[src/rtl/stream_upsizer.sv]
// rtl/stream_upsizer.sv - packs RATIO consecutive narrow stream beats into one wide beat
// Optional idle-timeout flush of partial words is built when POWLIB_STREAM_UPSIZER_FLUSH_EN is defined.
module stream_upsizer #(
  parameter type T       = logic [31:0],
  parameter int  RATIO   = 4,
  parameter int  TIMEOUT = 16
) (
  input  logic                      clock,
  input  logic                      reset,
  input  logic                      receiver_valid,
  output logic                      receiver_ready,
  input  logic [$bits(T)-1:0]       receiver_data,
  output logic                      sender_valid,
  input  logic                      sender_ready,
  output logic [RATIO*$bits(T)-1:0] sender_data
);

  localparam int W  = $bits(T);
  localparam int IW = $clog2(RATIO);
  localparam logic [IW-1:0] LAST = IW'(RATIO - 1);

  logic [IW-1:0]           idx;
  logic [RATIO-2:0][W-1:0] acc;
  logic                    accept;
  logic                    last_beat;
  logic                    flush;
  logic [RATIO*W-1:0]      flush_word;

  // Only the group's final beat needs the output register, so only it can stall.
  assign receiver_ready = (idx != LAST) || !sender_valid || sender_ready;
  assign accept         = receiver_valid && receiver_ready;
  assign last_beat      = accept && (idx == LAST);

`ifdef POWLIB_STREAM_UPSIZER_FLUSH_EN
  localparam int CW = $clog2(TIMEOUT + 1);
  localparam logic [CW-1:0] CMAX = CW'(TIMEOUT);

  logic [CW-1:0] idle_cnt;

  assign flush = (idle_cnt == CMAX) && (idx != '0) && !accept &&
                 (!sender_valid || sender_ready);

  // Saturates at TIMEOUT so a blocked flush fires as soon as the output frees.
  always_ff @(posedge clock) begin
    if (reset || accept || flush) begin
      idle_cnt <= '0;
    end else if ((idx != '0) && (idle_cnt != CMAX)) begin
      idle_cnt <= idle_cnt + CW'(1);
    end
  end

  always_comb begin
    flush_word = '0;
    for (int k = 0; k < RATIO - 1; k++) begin
      if (IW'(k) < idx) begin
        flush_word[k*W +: W] = acc[k];
      end
    end
  end
`else
  assign flush      = 1'b0 && (TIMEOUT > 0);
  assign flush_word = '0;
`endif

  always_ff @(posedge clock) begin
    if (reset) begin
      idx          <= '0;
      acc          <= '0;
      sender_valid <= 1'b0;
      sender_data  <= '0;
    end else begin
      if (accept) begin
        if (last_beat) begin
          idx <= '0;
        end else begin
          idx <= idx + IW'(1);
          for (int k = 0; k < RATIO - 1; k++) begin
            if (idx == IW'(k)) begin
              acc[k] <= receiver_data;
            end
          end
        end
      end else if (flush) begin
        idx <= '0;
      end

      // A new word replaces a word being consumed in the same edge, so no bubble.
      if (last_beat) begin
        sender_data  <= {receiver_data, acc};
        sender_valid <= 1'b1;
      end else if (flush) begin
        sender_data  <= flush_word;
        sender_valid <= 1'b1;
      end else if (sender_ready) begin
        sender_valid <= 1'b0;
      end
    end
  end

endmodule

[config.mk]
export PLATFORM = sky130hd
export DESIGN_NAME = stream_upsizer
export DESIGN_NICKNAME = d
export VERILOG_FILES = /design/src/rtl/stream_upsizer.sv
export SDC_FILE = /design/constraint.sdc
export NUM_CORES = 1
export LEC_CHECK = 0
export CAP_MARGIN = 25
export CORE_MARGIN = 3
export CORE_UTILIZATION = 25
export DETAILED_ROUTE_END_ITERATION = 8
export GPL_TIMING_DRIVEN = 0
export PLACE_DENSITY = 0.54
export SYNTH_ARGS = -nofsm -noshare
export SYNTH_HDL_FRONTEND = slang
export SYNTH_SLANG_ARGS = --single-unit
[constraint.sdc]
create_clock -name clock -period 2 [get_ports clock]
set_input_delay 0.6 -clock clock [delete_from_list [all_inputs] [get_ports clock]]
set_output_delay 0.6 -clock clock [all_outputs]
set_load 0.01 [all_outputs]
-- Word level (Yosys, flattened, before mapping)
Cells that the tools add are included.
- bits in registers: 227
- input port bits: 36
- word-level logic and storage cells: 25
- output and inout bits: 130
- add/sub/neg operators: 1
- muxes and demuxes: 3
- reduce and logical (&&, ||, !) cells: 10
- bitwise operators: 1
- equality and inequality tests: 4
- operators by type and width (operator ; number):
    3-bit AND reduction ; 3
    2-bit equality test (second input constant) ; 2
    2-bit by 1-bit adder with 2-bit output (second input constant) ; 1
    2-bit by 1-bit equality test with 1-bit output (second input constant) ; 1
    1-bit logical AND ; 2
    2-bit zero test ; 1
    1-bit logical OR ; 2
    1-bit two-way mux ; 2
    2-bit two-way mux ; 1
    2-bit inequality test (second input constant) ; 1
    2-bit nonzero test ; 1
    1-bit zero test ; 1
    1-bit inverter ; 1

-- Depth between registers and ports, before layout
Gate-level depths: netlist (run 1).
- depth after elaboration: 7
- gate-level depth with buffers: 7
- gate-level depth less buffers: 5

-- Least setup slack after synthesis (run 1)
No wires, ideal clock.
- path type: input-to-output
- start point: input port sender_ready
- end point: output port receiver_ready
- cell stages on the path: 4
- setup slack: 0.198 ns
- data arrival time: 1.202 ns
- path buffers: 2
- required time: 1.400 ns
- path through: nor2b_4 buf_4 clkbuf_1 nand2_1
- longest elaborated chain between the ends: 1
- ends and longest elaborated chain (element ; RTL line ; text):
    from (decl) ; 14 ; input logic sender_ready,
    1-bit logical OR ; 30 ; assign receiver_ready = (idx != LAST) || !sender_valid || sender_ready;
    to (decl) ; 11 ; output logic receiver_ready,
No other way between the ends.

-- Worst setup path in the final report (run 1)
- start point: register sender_data[114]
- end point: output port sender_data[114]
- RTL lines (element ; RTL line ; text):
    from (decl) ; 15 ; output logic [RATIO*$bits(T)-1:0] sender_data
    from (signal assigned) ; 89 ; sender_data <= {receiver_data, acc};
    from (signal assigned) ; 92 ; sender_data <= flush_word;
No word-level cell between the ends.

==> summary.txt, run 1 <==
Global routing
  • First-pass GRT wire length: 45,900 µm
  • Largest net degree at the start of global routing: 19
  • Initial antenna violation count: 0
  • Vias in the first global route: 7,607
  • GRT Total Usage: 16.4%
  • Grt total ovfl: 0

Yosys
  • Main combinational cell family by area after synthesis: compound AO/OA/AOI/OAI gates
  • Syn_nets: 1,067
  • Sequential cell area fraction in the yosys report: 54.3%
  • Simple-Gate Fraction of Synth Area: 17.6%
  • Register bit total from synthesis: 227
  • Cell Area, Synth: 0.00837 mm²
  • Syn Inst Count: 1,027
  • Compound-gate portion of the synthesized area: 21.3%
  • Synth cell types: 21
  • Post-Synth XOR/XNOR Area: 0%
  • Syn avg cell area: 8.15 µm²
  • Adder-cell area share of the yosys netlist: 0.598%
  • Mux cell area share after synthesis: 0.120%
  • Ys Warns: 0

Place
  • Port bufs: 164
  • Detailed Place HPWL: 22,400 µm
  • Placement Setup Slack: -1.15 ns
  • GP Congestion: 0.824

Setup path
  • Worst endpoint data arrival time: 1.37 ns
  • Element type at the critical path end: primary output
  • WP buf/inv: 1
  • R2R Path Start: sender_valid$_SDFFE_PP0P_
  • Maximum fanout along the worst path: 2
  • FF-to-FF End: idx[0]$_SDFFE_PP0N_
  • R2R depth: 6
  • Critical Path RT: 1.40 ns
  • CP top delay family: buffers and inverters
  • Slowest-stage cell, CP: clkdlybuf4s50_1
  • Crit-path max cell delay: 0.54 ns
  • Crit path kind: reg -> out
  • R2R setup slack: 0.24 ns
  • Worst setup SP type: register
  • CP Cell Sequence: clkdlybuf4s50_1

Clock tree
  • Clock transition at path regs: 0.06 ns
  • H-tree Lvls: 1
  • Worst-skew pair later-pin latency: 0.52 ns
  • Clock Sinks: 227
  • Cts hold-fix bufs: 0
  • CTS buffer count: 25
  • CTS tree: yes
  • Root Driver: clkbuf_16
  • Clk buf depth: 3

STA
  • Final TNS setup: 0 ns
  • Hold slack: 0.456 ns
  • Worst-margin pin slew: 0.710 ns
  • Clk_skew: 0.0116 ns
  • Fin. max-slew vios: 0
  • Fin worst setup slack: 0.0253 ns
  • Final period util: 98.7%
  • Final setup fails: 0
  • Rel. slew slack: 52.7%
  • Final-report hold violation count: 0
  • F_max: 506 MHz
  • Min cycle time layout: 1.97 ns

Die
  • Die H: 189 µm
  • Io pins: 166
  • Core footprint: 0.0328 mm²
  • Starting Density: 25.5%
  • Num rows: 66
  • Die width: 189 µm
  • Die area: 0.0357 mm²

Drt
  • DRC violations left: 0
  • Initial drt markers: 674
  • Via/cell ratio: 4.77
  • DRT antenna net count: 0
  • WL/cell: 18.2 µm
  • Pre-antenna DRT Iters: 5
  • Routed wire length: 30,500 µm
  • Via Count: 8,005

Worst hold path
  • Min-Delay Endpoint: acc[84]$_SDFFE_PP0P_
  • Tightest Hold Check Type: reg -> reg
  • Hold path depth: 2
  • Hold path start: acc[84]$_SDFFE_PP0P_

Finish
  • Fin nets: 1,261
  • Area grow syn2layout: 35.5%
  • Layout cell share with drive strength beyond 1: 8.57%
  • Layout filler cell count: 3,500
  • Ant diodes: 0

Power
  • Net Switching: 2.33 mW
  • VDD IR max: 0.000567 V
  • Power Internal: 7.56 mW
  • Pwr per Cell Area: 873 mW/mm²
  • Leak Pwr: 4.53 nW
  • Sw Ratio: 23.5%
  • Comb power frac: 6.0%
  • Clk pwr share: 46.6%
  • Reg power frac: 47.4%

Run
  • Max Cap Viol: 0

Status
  • Status: complete, no violations
-- how the worst max path moves through the flow --
stage / startpoint / to / slack [ns] / cells past startpoint
floorplan: sender_ready / receiver_ready / 0.20 / 4
global placement: sender_ready / receiver_ready / -1.17 / 6
detailed placement: sender_ready / receiver_ready / -1.15 / 6
CTS: sender_data[112]$_SDFFE_PP0P_ / sender_data[112] / 0.0002 / 1
global route: sender_data[18]$_SDFFE_PP0P_ / sender_data[18] / -0.01 / 1
finish: sender_data[114]$_SDFFE_PP0P_ / sender_data[114] / 0.03 / 1
-- power groups by stage --
| stage | Clock [mW] | Sequential, mW | Combinational [mW] |
|---|---|---|---|
| floorplan | 0 | 4.77 | 0.314 |
| global placement | 0 | 4.78 | 0.588 |
| detailed placement | 0 | 4.78 | 0.594 |
| CTS | 4.68 | 4.68 | 0.592 |
| global route | 4.85 | 4.69 | 0.652 |
| finish | 4.61 | 4.68 | 0.597 |
-- per-stage QoR --
stage,cells,util (%),power [mW],area [µm²]
2_1_floorplan,1027,-,5.08,8370
3_3_place_gp,1633,32.2,5.37,10600
3_5_place_dp,1633,32.2,5.38,10600
4_1_cts,1677,34.4,9.96,11300
5_1_grt,1679,34.6,10.2,11300
6_report,1679,34.6,9.89,11300
-- worst register-to-register path, delay by kind of cell (launching register included) --
kind	cells	cell delay [ns]
compound gates	2	0.45
simple gates	1	0.19
buf+inv	3	0.67
flops	1	0.35
-- logic make-up after synthesis --
family | after synthesis
adders and majority gates | 4
muxes | 1
and+or+nand+nor | 334
DFF | 227
AOI/OAI and AO/OA | 355
buffers and inverters | 106
-- sequential cells by signal (all words and copies together), names as in the netlist --
signal and count:
sender_data 128, acc 96, idx 2, sender_valid 1
-- cells in the final DEF (no fill, tap or decap) --
cell type / count
inv_1: 2
buf_6: 2
dfxtp_1: 225
o21ai_0: 128
clkdlybuf4s50_1: 37
nand3_1: 128
bufinv_16: 2
clkbuf_1: 52
nand3b_1: 3
clkbuf_16: 25
clkinv_4: 1
ha_1: 3
buf_12: 1
and3b_1: 3
nand2_1: 192
inv_6: 1
buf_2: 35
dlygate4sd2_1: 112
ha_4: 1
or4b_2: 1
clkbuf_2: 3
buf_4: 20
clkinv_2: 4
and2_1: 1
dfxtp_4: 2
nor2b_4: 1
mux2i_1: 1
o31ai_1: 1
clkbuf_8: 5
a21oi_1: 225
nand2b_1: 3
nand2_2: 2
a21boi_0: 1
dlymetal6s2s_1: 14
-- per-layer routing --
metal	global-route usage, %	wire (µm)
met4	2.69	469
met3	3.37	1950
met2	25.2	13300
met5	0	0
met1	24.2	14800
-- Yosys cell counts (all sizes together) --
cell / count / share of area, %
dfxtp: 227 / 54
a21oi: 225 / 13
nand2: 194 / 8.7
nand3: 128 / 7.7
o21ai: 128 / 7.7
buf: 53 / 3.7
clkbuf: 51 / 2.3
ha: 4 / 0.60
and3b: 3 / 0.31
nand2b: 3 / 0.22
nand3b: 3 / 0.27
inv: 2 / 0.090
a21boi: 1 / 0.090
and2: 1 / 0.075
mux2i: 1 / 0.12
nor2b: 1 / 0.16
o31ai: 1 / 0.090
or4b: 1 / 0.12
-- final cells by class --
cell class	count	area, µm²	share of cell area (%)
Buffer	103	518	4.57
Clock buffer	35	713	6.29
Clock inverter	8	97.6	0.861
Inverter	2	7.51	0.0662
Multi-Input combinational cell	694	3330	29.3
Sequential cell	227	4550	40.2
Tap cell	442	553	4.88
Timing Repair Buffer	168	1570	13.8
-- what timing repair did --
action | CTS | global route
resized for setup | 124 | 22
buffers inserted | 2 | 2
endpoints found under the setup margin | 112 | 29
pin swaps | 0 | 0
Note: power is estimated with default switching activity, not from simulation.
==> inputs of run 2 (changes only) <==
--- a/config.mk
+++ b/config.mk
@@ -8,9 +8,10 @@
 export CAP_MARGIN = 25
 export CORE_MARGIN = 3
 export CORE_UTILIZATION = 25
+export CTS_BUF_LIST = sky130_fd_sc_hd__clkbuf_8 sky130_fd_sc_hd__clkbuf_16
 export DETAILED_ROUTE_END_ITERATION = 8
+export GPL_ROUTABILITY_DRIVEN = 0
 export GPL_TIMING_DRIVEN = 0
-export PLACE_DENSITY = 0.54
 export SYNTH_ARGS = -nofsm -noshare
 export SYNTH_HDL_FRONTEND = slang
 export SYNTH_SLANG_ARGS = --single-unit
==> summary.txt, run 2 (same netlist as run 1, synthesis figures left out) <==
STA
  • Final setup fails: 0
  • Fin. max-slew vios: 0
  • Final-report hold violation count: 0
  • Final period util: 99.2%
  • Worst-margin pin slew: 0.694 ns
  • Unrepaired setup endpoints after global routing: no
  • Hold slack: 0.455 ns
  • Clk_skew: 0.00761 ns
  • Rel. slew slack: 53.8%
  • F_max: 504 MHz
  • Min cycle time layout: 1.98 ns
  • Fin worst setup slack: 0.0162 ns

Global routing
  • First-pass GRT wire length: 44,800 µm
  • GRT Total Usage: 16.0%
  • Grt total ovfl: 0
  • Vias in the first global route: 7,597
  • Largest net degree at the start of global routing: 19
  • Initial antenna violation count: 3

Drt
  • WL/cell: 17.9 µm
  • DRC violations left: 0
  • DRT antenna net count: 0
  • Routed wire length: 30,000 µm
  • Pre-antenna DRT Iters: 5
  • Initial drt markers: 627
  • Via/cell ratio: 4.76
  • Via Count: 7,991

Setup path
  • Critical Path RT: 1.40 ns
  • R2R depth: 6
  • CP top delay family: buffers and inverters
  • R2R setup slack: 0.16 ns
  • CP Cell Sequence: clkdlybuf4s50_1
  • Maximum fanout along the worst path: 2
  • Crit-path max cell delay: 0.54 ns
  • Slowest-stage cell, CP: clkdlybuf4s50_1
  • WP buf/inv: 1
  • Worst setup SP type: register
  • Worst endpoint data arrival time: 1.38 ns
  • Crit path kind: reg -> out
  • Element type at the critical path end: primary output
  • FF-to-FF End: idx[0]$_SDFFE_PP0N_
  • R2R Path Start: sender_valid$_SDFFE_PP0P_

Finish
  • Most flop-heavy register: sender_data
  • Multi-input gate area: 0.00332 mm²
  • Final Instance Count excl. Fillers: 1,680
  • Sequential cell area: 0.00455 mm²
  • Final core occ: 34.6%
  • Layout filler cell count: 3,500
  • Max FFs per register: 128
  • Ant diodes: 0
  • Regs by FF count: sender_data (128), acc (96), idx (2)
  • Fin area: 0.0113 mm²
  • Commonest non-fill, non-tap cells in the layout: a21oi_1 (225), dfxtp_1 (225), nand2_1 (193)
  • Area grow syn2layout: 35.6%
  • Layout cell share with drive strength beyond 1: 8.24%
  • Fin nets: 1,260

Clock tree
  • Worst-skew pair later-pin latency: 0.51 ns
  • CTS buffer count: 25
  • CTS tree: yes
  • Cts hold-fix bufs: 0
  • Clock Sinks: 227
  • H-tree Lvls: 1
  • Clock transition at path regs: 0.06 ns
  • Clk buf depth: 3
  • Root Driver: clkbuf_16

Place
  • Cells after DPL: 1,633
  • Port bufs: 164
  • Placement Setup Slack: -1.12 ns
  • Post-place instance area: 0.0106 mm²
  • Detailed Place HPWL: 22,400 µm

Die
  • Die area: 0.0357 mm²
  • Die width: 189 µm
  • Die H: 189 µm
  • Starting Density: 25.5%
  • Num rows: 66
  • Core footprint: 0.0328 mm²
  • Io pins: 166

Power
  • Pwr per Cell Area: 866 mW/mm²
  • Reg power frac: 47.7%
  • Net Switching: 2.29 mW
  • Clk pwr share: 46.3%
  • Sw Ratio: 23.3%
  • Comb power frac: 6.0%
  • VDD IR max: 0.000552 V
  • Leak Pwr: 4.63 nW
  • Power Internal: 7.54 mW

Worst hold path
  • Tightest Hold Check Type: reg -> reg
  • Min-Delay Endpoint: acc[15]$_SDFFE_PP0P_
  • Hold path depth: 2
  • Hold path start: acc[15]$_SDFFE_PP0P_

Run
  • Max Cap Viol: 0

Status
  • Status: complete, no violations
-- run 2: cell types whose count changed in the layout (fill, tap and decap cells not counted), moves of 2 or more --
cell	before	now
inv_1	2	9
dlygate4sd2_1	112	103
clkbuf_2	3	1
clkdlybuf4s50_1	37	39
dlymetal6s2s_1	14	21
clkbuf_1	52	48
-- run 2: stage by stage --
| stage | power [mW] | setup TNS (ns) |
|---|---|---|
| after floorplan | 5.08 | 0 |
| after global placement | 5.36 | -63.20 |
| after detailed placement | 5.37 | -62.21 |
| after CTS | 9.88 | 0 |
| after global routing | 10.1 | 0 |
| final | 9.82 | 0 |
-- run 2: power by group through the flow --
stage | Sequential, mW | Combinational (mW) | Clock [mW]
finish | 4.69 | 0.586 | 4.55
global route | 4.70 | 0.641 | 4.79
CTS | 4.69 | 0.581 | 4.61
detailed placement | 4.78 | 0.582 | 0
global placement | 4.78 | 0.577 | 0
floorplan | 4.77 | 0.314 | 0
-- run 2: worst register-to-register path: stages (launching register included) --
cell      delay [ns]
dfxtp_1         0.35
nor2b_4         0.19
buf_4           0.12
buf_4           0.15
clkbuf_1        0.42
a21boi_0        0.25
o31ai_1         0.26
-- run 2: what timing repair did --
item,in CTS,in global routing
resized for setup,116,22
setup buffers,2,1
endpoints found under the setup margin,103,28
-- run 2: final cells by class --
cell class / instances / share of cell area (%)
plain buffers: 103 / 4.54
clock buffers: 30 / 6.12
clock inverters: 15 / 1.06
inverters: 2 / 0.0662
multi-input cells: 694 / 29.3
flip-flops and latches: 227 / 40.1
well taps: 442 / 4.87
repair buffers: 167 / 14.0
-- run 2: per-layer routing --
layer	vias to the layer above	share of wire, %	global-route usage, %
met2	286	44	25.3
met3	40	8.0	3.83
met1	3748	46	22.6
met4	6	1.5	2.72
li1	3911	-	-
met5	-	0.11	0
-- run 2: worst max path at each step --
| stage | startpoint | endpoint | slack [ns] | depth (start not counted) |
|---|---|---|---|---|
| after floorplan | sender_ready | receiver_ready | 0.20 | 4 |
| after global placement | sender_ready | receiver_ready | -1.13 | 6 |
| after detailed placement | sender_ready | receiver_ready | -1.12 | 6 |
| after CTS | sender_data[53]$_SDFFE_PP0P_ | sender_data[53] | 0.0009 | 1 |
| after global routing | sender_data[109]$_SDFFE_PP0P_ | sender_data[109] | 0.0008 | 1 |
| final | sender_data[109]$_SDFFE_PP0P_ | sender_data[109] | 0.02 | 1 |
==> RTL edit 1, RTL diff (settings of run 2) <==
Build with the macro `POWLIB_STREAM_UPSIZER_FLUSH_EN` defined.
--- a/src/rtl/stream_upsizer.sv
+++ b/src/rtl/stream_upsizer.sv
@@ -1,5 +1,7 @@
 // rtl/stream_upsizer.sv - packs RATIO consecutive narrow stream beats into one wide beat
 // Optional idle-timeout flush of partial words is built when POWLIB_STREAM_UPSIZER_FLUSH_EN is defined.
+`define POWLIB_STREAM_UPSIZER_FLUSH_EN
+
 module stream_upsizer #(
   parameter type T       = logic [31:0],
   parameter int  RATIO   = 4,
Behaviour: same outputs for any inputs over 4 cycles, from zero or initial values and one cycle with reset high; that may be too few to reach the edited logic, so the function may still have changed.
==> RTL edit 1 against run 2 <==
- die area increased by 3.3%
- synthesized area up 3.4%
- sequential share of layout area fell by 0.89 points
- sequential cell count increased by 5
- synthesized cell count shrank 10%
- worst setup slack better by 0.032 ns
- final area grew 4.7%
- non-clock buffer count up 3
- clock skew grew 0.020 ns
- routed wire length is 0.22% lower
- power up 5.2%
- critical endpoint is now receiver_ready
- largest power group is now the clock network
==> RTL edit 1: results <==
outcome:
  status: "complete, no violations"
synth:
  synth_adder_area_share: 0.00868
  synth.area.mux_share: 0
  syn_inst: 924
  synth_compound_area_frac: 0.206
  ys_top_cells_by_area: "dfxtp_1 54%, nand2_1 8.5%, a21oi_1 7.6%"
  syn-num-nets: 966
  synthTopCellsByCount: "232 x dfxtp_1, 195 x nand2_1, 132 x a21oi_1, 57 x a31o_2, 57 x clkbuf_1"
  yosysSeqAreaShare: 0.537
sta:
  worst_slew_pin_slew_ns: 0.528
  timing.hold.ws_ns: 0.454
  clock_skew_ns: 0.0271
clock_network:
  ctsResizeCount: 196
  clk_pin_slew_ns: 0.06
  cts_setup_buffers: 11
  clkLatencyLatePin_ns: 0.54
  cts_buffers: 26
place:
  dpl_cell_area_um2: 10900
  io_buffer_count: 165
  dp_slack_ns: -1.10
  dpl.hpwl_um: 22100
drt:
  wl_per_cell_um: 18.7
  via_per_inst: 4.82
  wl_um: 29900
  drtIter0Drc: 549
hold_path:
  min_from: "acc[18]"
layout:
  fin_util: 0.352
  nets: 1174
  reg_top3: "sender_data x128, acc x96, idle_cnt x5"
  fillers: 3478
  drive_above_1_share: 0.180
setup_path:
  path_max_fanout: 4
  max_stage_delay_ns: 0.38
  crit_family: "flip-flops"
  cp.arrival_ns: 1.35
  rr_worst_depth: 9
  r2r_start: "idle_cnt[1]"
  critPathSlowestCell: "dfxtp_4"
power_and_ir_drop:
  peakVddDrop_v: 0.000573
  power_switching_share: 0.237
  p_per_area_nw_per_um2: 869
  p_leak_nw: 4.88
  pwr-share-comb: 0.064
  seq-power_mw: 4.79
global_route:
  grt_pass1_wl_um: 44500
  grt_antenna_before_repair: 0
  grt_pass1_vias: 7548
  grt_max_degree: 14
  grt_use_total: 0.156
[RTL edit 1: layer usage]
| layer | global-route usage | routed length (um) | vias up |
|---|---|---|---|
| met2 | 0.263 | 14100 | 217 |
| li1 | - | - | 3735 |
| met1 | 0.207 | 13400 | 3718 |
| met4 | 0.0328 | 475 | 0 |
| met5 | 0 | 0 | - |
| met3 | 0.0318 | 1920 | 41 |
[RTL edit 1: final cells by class]
class | instances | share of cell area
Buffer | 92 | 0.0420
Clock buffer | 34 | 0.0640
Clock inverter | 13 | 0.0109
Inverter | 6 | 0.00211
Multi-Input combinational cell | 593 | 0.306
Sequential cell | 232 | 0.392
Tap cell | 448 | 0.0472
Timing Repair Buffer | 181 | 0.136
[RTL edit 1: worst paths after layout]
| path | endpoint | slack, ns |
|---|---|---|
| setup reg to reg | sender_data[45] | 0.05 |
| setup / recovery | receiver_ready | 0.05 |
| hold reg to reg | acc[18] | 0.45 |
| hold / removal | acc[18] | 0.45 |
==> RTL edit 2, RTL diff (flow settings as in run 2) <==
Without the edit above. Set the parameter `RATIO` to 8 (it was 4).
--- a/src/rtl/stream_upsizer.sv
+++ b/src/rtl/stream_upsizer.sv
@@ -2,7 +2,7 @@
 // Optional idle-timeout flush of partial words is built when POWLIB_STREAM_UPSIZER_FLUSH_EN is defined.
 module stream_upsizer #(
   parameter type T       = logic [31:0],
-  parameter int  RATIO   = 4,
+  parameter int  RATIO   = 8,
   parameter int  TIMEOUT = 16
 ) (
   input  logic                      clock,
Interface: changed (resized sender_data); port bits go from 166 to 294. The function was not compared with the original's and may differ.
==> RTL edit 2 against run 2 <==
- the run now ends with setup timing left
- synthesized area is 120% higher
- register-to-register slack worse by 0.09 ns
- final area is 110% higher
- largest cell class unchanged
- clock power increased by 140%
- sequential power up 110%
- utilization shrank 1.1 points
- routed wire length rose to 2.5 times the old value
- power is 120% higher
- sequential cell count up 257
- sequential share of layout area is 0.79 points higher
- worst setup slack worse by 0.29 ns
==> RTL edit 2: results <==
outcome:
  status: "finished with violations"
  violations: "setup timing"
sta:
  finalSetupViolCount: 2
  fin_ws_ns: -0.276
  clock_skew_ns: 0.0185
synth:
  yosys_register_bits: 484
  synth_adder_area_share: 0.00415
  ys_top_cells_by_area: "dfxtp_1 54%, a21oi_1 13%, nand2_1 9.3%"
  synth_compound_area_frac: 0.206
  yosysSeqAreaShare: 0.536
  netlist-cell-type-count: 27
global_route:
  use_met1: 0.269
  use_met3: 0.0375
  use_met2: 0.305
  grt_use_total: 0.193
  grt_pass1_wl_um: 108000
  grt_antenna_before_repair: 4
  grt_max_degree: 14
layout:
  clkbuf_count: 72
  nNonClkInverters: 4
  drive_above_1_share: 0.111
  nets: 2587
  area_growth_pct: 31.2
  reg_top3: "sender_data x256, acc x224, idx x3"
  clock_area_frac: 0.0827
  seq_share: 0.409
  buffers: 525
  multi_input_area_share: 0.294
drt:
  dr_total_vias: 17100
  drtIter0Drc: 1628
  wl_per_cell_um: 21.3
  wl_met2_um: 34100
  wl_met1_um: 34500
  wl_met3_um: 5130
clock_network:
  cts_setup_buffers: 9
  ctsResizeCount: 310
  htreeDepth: 2
power_and_ir_drop:
  p_leak_nw: 9.12
  seq-power_mw: 9.84
  p_int_mw: 16.7
setup_path:
  crit_family: "flip-flops"
  max_stage_delay_ns: 0.35
  cp.arrival_ns: 1.68
hold_path:
  hp-class: "input port to flop"
place:
  io_buffer_count: 259
## RTL edit 2: per-stage QoR
stage | worst slack, ns | instances | hold slack (ns)
after floorplan | 0.282 | 2219 | 0.437
after global placement | -0.703 | 3418 | 0.443
after detailed placement | -0.707 | 3420 | 0.447
after CTS | -0.326 | 3528 | 0.341
after global routing | -0.349 | 3527 | 0.352
final | -0.276 | 3530 | 0.377
## RTL edit 2: final timing paths
check	from	endpoint	slack (ns)	cells after the start
min	receiver_data[31]	acc[223]	0.38	3
max reg2reg	idx[0]	acc[196]	0.07	8
max	idx[0]	receiver_ready	-0.28	5
min reg2reg	acc[126]	acc[126]	0.45	2
## RTL edit 2: worst register-to-register path, cell delays in order, from the launching register on
cell      delay (ns)
dfxtp_4         0.35
ha_4            0.17
ha_4            0.16
buf_8           0.12
buf_4           0.15
nand4b_1        0.38
buf_2           0.31
nand2_1         0.09
a21oi_1         0.06
